==> config.mk <==
export PLATFORM = sky130hd
export DESIGN_NAME = gp_sar_adc_ctrl
export DESIGN_NICKNAME = d
export VERILOG_FILES = /design/src/rtl/gp_sar_adc_ctrl.sv
export SDC_FILE = /design/constraint.sdc
export NUM_CORES = 1
export LEC_CHECK = 0
export ABC_AREA = 1
export BUFFER_PORTS_ARGS = -buffer_cell sky130_fd_sc_hd__clkbuf_2
export CORE_MARGIN = 10
export CORE_UTILIZATION = 55
export CTS_CLUSTER_SIZE = 24
export DETAILED_ROUTE_END_ITERATION = 8
export PLACE_DENSITY = 0.88
export SLEW_MARGIN = 20
export SYNTH_ARGS = -nofsm -noshare
export SYNTH_HDL_FRONTEND = slang
export SYNTH_SLANG_ARGS = --single-unit
==> constraint.sdc <==
create_clock -name CLK -period 3.04 [get_ports CLK]
set_input_delay 0.608 -clock CLK [delete_from_list [all_inputs] [get_ports CLK]]
set_output_delay 0.608 -clock CLK [all_outputs]
set_load 0.02 [all_outputs]
==> src/rtl/gp_sar_adc_ctrl.sv <==
// gp_sar_adc_ctrl: SAR ADC controller driving GP_DAC code and GP_ACMP power, MSB-first; `GP_SAR_ADC_CMP_SYNC_EN adds a 2-flop CMP_IN synchronizer
module gp_sar_adc_ctrl #(
  parameter int WIDTH         = 8,
  parameter int PWRUP_CYCLES  = 8,
  parameter int SETTLE_CYCLES = 4
) (
  input  logic             CLK,
  input  logic             nRST,
  input  logic             START,
  input  logic             PWRDN,
  input  logic             CMP_IN,
  output logic             ACMP_PWREN,
  output logic [WIDTH-1:0] DAC_OUT,
  output logic             BUSY,
  output logic             DONE,
  output logic [WIDTH-1:0] RESULT
);
`ifdef GP_SAR_ADC_CMP_SYNC_EN
  localparam int W = SETTLE_CYCLES + 2;
`else
  localparam int W = SETTLE_CYCLES;
`endif
  localparam int CMAX = PWRUP_CYCLES > W ? PWRUP_CYCLES : W;
  localparam int CW   = $clog2(CMAX + 1);
  localparam int BW   = $clog2(WIDTH);
  typedef enum logic [1:0] {S_IDLE, S_PWRUP, S_TRIAL, S_DONE} state_t;
  state_t           state_q, state_d;
  logic [CW-1:0]    cnt_q, cnt_d;
  logic [BW-1:0]    bit_q, bit_d;
  logic [WIDTH-1:0] code_q, code_d, result_q, result_d, trial;
  logic             cmp;
  assign trial = code_q | (WIDTH'(1) << bit_q);
`ifdef GP_SAR_ADC_CMP_SYNC_EN
  logic [1:0] sync_q, sync_d;
  assign sync_d = {sync_q[0], CMP_IN};
  assign cmp    = sync_q[1];
  // two-stage synchronizer for the asynchronous comparator output
  always_ff @(posedge CLK)
    sync_q <= !nRST ? 2'b00 : sync_d;
`else
  assign cmp = CMP_IN;
`endif
  // state register and datapath flops
  always_ff @(posedge CLK) begin
    if (!nRST) begin
      state_q  <= S_IDLE;
      cnt_q    <= '0;
      bit_q    <= '0;
      code_q   <= '0;
      result_q <= '0;
    end else begin
      state_q  <= state_d;
      cnt_q    <= cnt_d;
      bit_q    <= bit_d;
      code_q   <= code_d;
      result_q <= result_d;
    end
  end
  // next state: power-up wait, then one bit decided per W-cycle trial; PWRDN aborts
  always_comb begin
    state_d  = state_q;
    cnt_d    = cnt_q;
    bit_d    = bit_q;
    code_d   = code_q;
    result_d = result_q;
    if (PWRDN) begin
      state_d = S_IDLE;
    end else begin
      case (state_q)
        S_IDLE: if (START) begin
          state_d = S_PWRUP;
          cnt_d   = '0;
          code_d  = '0;
        end
        S_PWRUP: if (cnt_q == CW'(PWRUP_CYCLES - 1)) begin
          state_d = S_TRIAL;
          cnt_d   = '0;
          bit_d   = BW'(WIDTH - 1);
        end else begin
          cnt_d = cnt_q + CW'(1);
        end
        S_TRIAL: if (cnt_q == CW'(W - 1)) begin
          cnt_d  = '0;
          code_d = cmp ? trial : code_q;
          if (bit_q == '0) begin
            state_d  = S_DONE;
            result_d = code_d;
          end else begin
            bit_d = bit_q - BW'(1);
          end
        end else begin
          cnt_d = cnt_q + CW'(1);
        end
        default: state_d = S_IDLE;
      endcase
    end
  end
  // outputs decoded from the current state
  always_comb begin
    ACMP_PWREN = state_q inside {S_PWRUP, S_TRIAL};
    BUSY       = state_q inside {S_PWRUP, S_TRIAL};
    DONE       = state_q == S_DONE;
    DAC_OUT    = state_q == S_TRIAL ? trial : state_q == S_DONE ? code_q : '0;
    RESULT     = result_q;
  end
endmodule

==> summary.txt, run 1 <==
Critical path
  • Worst endpoint required time: 2.43 ns
  • CP top delay family: simple AND/OR/NAND/NOR gates
  • CP cell instances: inv_1 -> ha_1 -> nor2_1 -> o22ai_1 -> clkbuf_2
  • RR Endpoint: RESULT[0]
  • Worst Reg-to-Reg Cells: 7
  • Reg-to-Reg Start: state_q[0]
  • Worst reg-to-reg setup slack: 1.05 ns
  • CP max stage delay: 0.51 ns
  • Critical path class: reg2out
  • Critical Path Start Type: flop
  • Worst Path Arrival: 2.07 ns
  • Buffers & Inverters on Critical Path: 2
  • CP max FO: 12
  • CP endpoint kind: output port
  • Slowest CP cell: nor2_1

Die
  • Initial core utilization: 0.5712
  • Core Area: 2758 um2
  • Chip width: 73.52 um
  • Die area: 5404 um2
  • Site Rows: 19
  • Die Span Y: 73.52 um
  • # IOs: 24

Placement
  • Dpl cells: 287
  • Pre-CTS setup slack: 0.7317 ns
  • Placer congestion estimate: 0.8863
  • Detailed placement HPWL: 2512 um
  • IO buf count: 23

Logic synthesis
  • Sequential fraction of the synthesis area: 0.3177
  • Synth Instances: 241
  • Post-Syn Area: 1575 um2
  • Top cell type by total area after synthesis: dfxtp_1
  • Yosys reg bits: 25
  • Syn. warnings: 0
  • Most common cell in the netlist: nand2_1
  • Top-area cell type share of the netlist area: 0.3177
  • Top_reg_cell synth: dfxtp_1
  • Mean post-synth cell area: 6.536 um2
  • Net count after synthesis: 257
  • EDFF count, synth: 0
  • Synth unique cells: 25
  • Synth area leaders: dfxtp_1 32%, nand2_1 16%, nor2_1 12%, ha_1 8.7%, inv_1 7.4%
  • Async SR Flop Fraction: 0
  • Top cells by count, synth: 67 x nand2_1, 52 x nor2_1, 31 x inv_1, 25 x dfxtp_1

Drt
  • DR iter-0 viols: 96
  • Vias per std cell: 4.990
  • Detail Route Antenna Nets: 0
  • DRC viols: 0
  • Avg WL per Cell: 11.12 um
  • Initial DRT Pass Iterations: 4
  • Via count: 1452
  • Routed wire length: 3237 um

STA
  • Final setup viols: 0
  • Post-route minimum period: 2.681 ns
  • Worst Skew: 0.01204 ns
  • F_max: 372.9 MHz
  • Period utilization: 0.8820
  • Final hold viol count: 0
  • RSZ-0062 raised after global routing: false
  • Hold slack: 0.4913 ns
  • Slew Viols, Final: 0
  • Slew HR: 0.6386
  • Final WS setup: 0.3586 ns
  • Setup TNS: 0 ns
  • Worst Tran Pin Value: 0.5404 ns

Pwr
  • Psw: 258.1 uW
  • Clk pwr share: 0.202
  • Switching Share: 0.3532
  • Comb power frac: 0.291
  • PwrDens: 433.2 nW/um2
  • Reg power frac: 0.506
  • Power Internal: 472.5 uW
  • Worst VDD drop: 236.0 uV
  • Leakage power: 0.0007980 uW

Final layout
  • Number of diodes: 0
  • Fraction of layout cells with a size suffix above 1: 0.1423
  • Layout area overhead: 7.069%
  • Final nets: 277
  • Fin cells: 291
  • Fillers: 279

CTS
  • H-tree depth: 1
  • Clock Tree Buf Depth: 2
  • Clock-pin slew on the worst setup and hold paths: 0.14 ns
  • Root Driver: clkbuf_4
  • CTS buffer count: 3
  • Clock sinks: 25
  • Clock Latency Late Sink: 0.32 ns
  • CTS Hold Buffers Added: 0
  • TritonCTS clock tree: yes
  • Post-CTS Setup Repair Bufs: 0
  • PostCTS Resize Cnt: 0

GRT
  • Antenna violations before repair: 0
  • First-pass GRT wire length: 5485 um
  • GRT Total Usage: 0.1223
  • Largest net degree at the start of global routing: 25
  • Grt ovf: 0
  • Vias in the first global route: 1284

Hold path
  • WHS Path Cells: 2
  • Hold path startpoint: RESULT[6]
  • Hold Path End: RESULT[6]
  • Worst min-delay path category: reg2reg

Flow run
  • Max Cap Viol: 0

Status
  • Run status: finished, final reports clean
-- logic make-up after synthesis --
group | synth area share
xor+xnor | 0.005561
flops | 0.3177
buf+inv | 0.1279
compound gates | 0.08896
fa+ha+maj | 0.08737
simple gates | 0.3725
-- worst max path at each step --
stage | slack, ns | startpoint | depth (start not counted) | end
floorplan | 0.99 | state_q[0] | 6 | DAC_OUT[7]
global placement | 0.80 | state_q[0] | 5 | DAC_OUT[1]
detailed placement | 0.73 | state_q[0] | 5 | DAC_OUT[6]
CTS | 0.35 | state_q[0] | 5 | DAC_OUT[6]
global route | 0.15 | state_q[0] | 5 | DAC_OUT[6]
finish | 0.36 | state_q[0] | 5 | DAC_OUT[6]
-- cell usage in the layout, fill, tap and decap left out --
| cell | instances |
|---|---|
| inv_1 | 31 |
| nor2_1 | 52 |
| a21oi_1 | 8 |
| and2_4 | 1 |
| clkbuf_1 | 1 |
| inv_2 | 1 |
| nand3_1 | 5 |
| or2_2 | 1 |
| clkbuf_4 | 3 |
| ha_1 | 11 |
| buf_4 | 1 |
| o22ai_1 | 6 |
| clkinv_2 | 1 |
| o21ai_0 | 11 |
| xor2_1 | 1 |
| nor3_4 | 1 |
| o211ai_1 | 1 |
| dfxtp_1 | 25 |
| nand2_4 | 1 |
| nand2_2 | 2 |
| clkbuf_2 | 23 |
| nand4_1 | 4 |
| nand2_1 | 67 |
| nand3_4 | 2 |
-- routing by layer --
layer  routed length, um  vias to the layer above  GRT usage  share of wire
met3                 214                        4    0.03230          0.066
met4                  36                        0    0.04348          0.011
met5                   0                        -          0              0
met2                1576                       32     0.2045           0.49
met1                1410                      639     0.1458           0.44
li1                    -                      777          -              -
-- power groups by stage --
stage	registers, uW	logic (uW)	clock network (uW)
3_3_place_gp	375	209	0
4_1_cts	370	213	154
2_1_floorplan	371	183	0
5_1_grt	374	244	170
6_report	370	213	148
3_5_place_dp	378	213	0
-- flip-flops by register name, summed over array words and instances, names as in the netlist --
register / flops
cnt_q: 4
bit_q: 3
code_q: 8
RESULT: 8
state_q: 2
-- worst reg2reg max path, stage by stage (launching register included) --
cell	delay, ns
dfxtp_1	0.38
inv_1	0.09
ha_1	0.49
nand3_4	0.17
nor3_4	0.50
nand2_1	0.12
nand2_1	0.09
nor2_1	0.04
-- stage by stage --
stage               instance area [um2]  total power [uW]  utilization
floorplan                          1575             554.0            -
global placement                   1660             583.9       0.6021
detailed placement                 1660             590.3       0.6021
CTS                                1687             737.5       0.6116
global route                       1687             788.5       0.6116
finish                             1687             730.6       0.6116
-- area by class of cell --
class                      count  area (um2)  area share
multi-input combinational    174       873.3      0.5178
sequential                    25       500.5      0.2967
inverter                      33       125.1     0.07418
timing repair buffer          24       122.6     0.07270
tap                           31       38.79     0.02300
clock buffer                   4       26.28     0.01558
Power figures use the tool's default switching activity.
==> inputs of run 2 (changes only) <==
==> constraint.sdc (replaced) <==
create_clock -name CLK -period 3 [get_ports CLK]
set_input_delay 0.6 -clock CLK [delete_from_list [all_inputs] [get_ports CLK]]
set_output_delay 0.6 -clock CLK [all_outputs]
set_load 0.02 [all_outputs]
==> run 2 against run 1 <==
Global-route usage is 0.30 points higher. Die area stayed put. First-iteration DRC count is 5.2% higher. Clock skew hardly changed. Cell count stayed put. Wire length is 0.65% lower. Setup slack better by 0.10 ns. Critical endpoint is now DAC_OUT[1]. Largest power group unchanged.
==> summary.txt, run 2 (synthesis gave the netlist of run 1 again) <==
CTS
  • CTS buffer count: 3 (unchanged)
  • Clock Latency Late Sink: 0.32 ns (about the same)
  • CTS Hold Buffers Added: 0 (unchanged)
  • H-tree depth: 1 (unchanged)
  • Clock-pin slew on the worst setup and hold paths: 0.13 ns (was 0.14 ns)
  • Root Driver: clkbuf_4 (unchanged)
  • Post-CTS Setup Repair Bufs: 0 (unchanged)
  • Clock sinks: 25 (unchanged)
  • PostCTS Resize Cnt: 0 (unchanged)
  • Clock Tree Buf Depth: 2 (unchanged)
  • TritonCTS clock tree: yes (unchanged)

Critical path
  • CP endpoint kind: output port (unchanged)
  • CP max stage delay: 0.46 ns (was 0.51 ns)
  • Slowest CP cell: nor2_1 (unchanged)
  • RR Endpoint: RESULT[6] (was RESULT[0])
  • Worst Reg-to-Reg Cells: 8 (was 7)
  • CP cell instances: inv_1 -> ha_1 -> nor2_1 -> o22ai_1 -> clkbuf_2 (unchanged)
  • Critical path class: reg2out (unchanged)
  • Worst reg-to-reg setup slack: 0.99 ns (was 1.05 ns)
  • Worst endpoint required time: 2.40 ns (was 2.43 ns)
  • Reg-to-Reg Start: state_q[0] (unchanged)
  • Worst Path Arrival: 1.94 ns (was 2.07 ns)
  • Critical Path Start Type: flop (unchanged)
  • CP max FO: 10 (was 12)
  • Worst setup path startpoint: state_q[0] (unchanged)
  • CP endpoint: DAC_OUT[1] (was DAC_OUT[6])

STA
  • Hold slack: 0.4938 ns (was 0.4913 ns)
  • Slew Viols, Final: 0 (unchanged)
  • F_max: 393.9 MHz
  • Worst Skew: 0.01191 ns (was 0.01204 ns)
  • Post-route minimum period: 2.539 ns
  • Period utilization: 0.8462
  • Final hold viol count: 0 (unchanged)
  • Final setup viols: 0 (unchanged)
  • Setup TNS: 0 ns (unchanged)
  • Slew HR: 0.6455 (was 0.6386)
  • RSZ-0062 raised after global routing: false (unchanged)
  • Worst Tran Pin Value: 0.5300 ns (was 0.5404 ns)

Die
  • Die area: 5404 um2 (unchanged)
  • # IOs: 24 (unchanged)
  • Initial core utilization: 0.5712 (unchanged)
  • Site Rows: 19 (unchanged)
  • Chip width: 73.52 um (unchanged)
  • Core Area: 2758 um2 (unchanged)
  • Die Span Y: 73.52 um (unchanged)

GRT
  • GRT Total Usage: 0.1253 (was 0.1223)
  • Largest net degree at the start of global routing: 25 (unchanged)
  • Vias in the first global route: 1349 (was 1284)
  • First-pass GRT wire length: 5630 um (was 5485 um)
  • Grt ovf: 0 (unchanged)
  • Antenna violations before repair: 0 (unchanged)

Drt
  • Via count: 1449 (was 1452)
  • DR iter-0 viols: 101 (was 96)
  • Detail Route Antenna Nets: 0 (unchanged)
  • Vias per std cell: 4.979 (was 4.990)
  • Avg WL per Cell: 11.05 um (was 11.12 um)
  • Routed wire length: 3216 um (was 3237 um)
  • Initial DRT Pass Iterations: 4 (unchanged)
  • DRC viols: 0 (unchanged)

Final layout
  • Fin cells: 291 (unchanged)
  • Most common cell after layout, fill and taps aside: nand2_1 (unchanged)
  • Final nets: 277 (unchanged)
  • Number of diodes: 0 (unchanged)
  • Layout area overhead: 7.069% (unchanged)
  • Most frequent cells in the layout: 67 x nand2_1, 52 x nor2_1, 31 x inv_1 (unchanged)
  • Layout Utilization: 0.6116 (unchanged)
  • Fraction of layout cells with a size suffix above 1: 0.1423 (unchanged)

Pwr
  • Comb power frac: 0.291 (about the same)
  • Reg power frac: 0.508 (was 0.506)
  • Worst VDD drop: 325.7 uV (was 236.0 uV)
  • PwrDens: 437.4 nW/um2 (was 433.2 nW/um2)
  • Power Internal: 478.8 uW (was 472.5 uW)
  • Psw: 258.9 uW (was 258.1 uW)
  • Switching Share: 0.3510 (was 0.3532)
  • Leakage power: 0.0007980 uW (unchanged)
  • Clk pwr share: 0.201 (was 0.202)

Hold path
  • WHS Path Cells: 2 (unchanged)
  • Worst min-delay path category: reg2reg (unchanged)
  • Hold path startpoint: RESULT[7] (was RESULT[6])

Placement
  • Dpl cells: 287 (unchanged)
  • Placer congestion estimate: 0.8527 (was 0.8863)
  • Detailed placement HPWL: 2511 um (was 2512 um)
  • IO buf count: 23 (unchanged)

Status
  • Run status: finished, final reports clean (unchanged)

Flow run
  • Max Cap Viol: 0 (unchanged)
-- run 2: cell counts in the layout (fill, tap and decap cells not counted) --
No cell type changed its count.
-- run 2: worst max-delay path, delay by kind of cell (launching register included) --
kind            cells  cell delay (ns)
compound gates      1             0.14
buf+inv             2             0.27
fa+ha+maj           1             0.32
flops               1             0.43
simple gates        1             0.46
-- run 2: layout make-up --
cell class,instances,area [um2]
Multi-Input combinational cell,174,873.3
Sequential cell,25,500.5
Clock buffer,4,26.28
Fill cell,286,1071
Timing Repair Buffer,24,122.6
Tap cell,31,38.79
Inverter,33,125.1
-- run 2: power by group through the flow --
| stage | Clock [uW] | Sequential (uW) | Combinational [uW] |
|---|---|---|---|
| 3_3_place_gp | 0 | 380 | 211 |
| 6_report | 148 | 375 | 215 |
| 4_1_cts | 153 | 375 | 215 |
| 2_1_floorplan | 0 | 376 | 186 |
| 5_1_grt | 170 | 378 | 246 |
| 3_5_place_dp | 0 | 382 | 214 |
-- run 2: how the worst min path moves through the flow --
| stage | to | slack, ns |
|---|---|---|
| after floorplan | code_q[0] | 0.45 |
| after global placement | RESULT[5] | 0.46 |
| after detailed placement | RESULT[5] | 0.47 |
| after CTS | RESULT[5] | 0.49 |
| after global routing | code_q[5] | 0.52 |
| final | RESULT[7] | 0.49 |
-- run 2: metrics by stage --
step / instance area (um2) / total power, uW / worst slack (ns)
3_3_place_gp: 1660 / 591.1 / 0.8622
3_5_place_dp: 1660 / 596.6 / 0.8135
2_1_floorplan: 1575 / 561.4 / 0.9544
4_1_cts: 1687 / 742.9 / 0.4381
5_1_grt: 1687 / 794.4 / 0.2600
6_report: 1687 / 737.7 / 0.4614
-- run 2: routing by layer --
metal | vias up | track usage | wire length [um]
met5 | - | 0 | 0
met4 | 0 | 0.03727 | 13
met3 | 2 | 0.03499 | 253
met2 | 37 | 0.2159 | 1568
met1 | 631 | 0.1459 | 1380
li1 | 779 | - | -
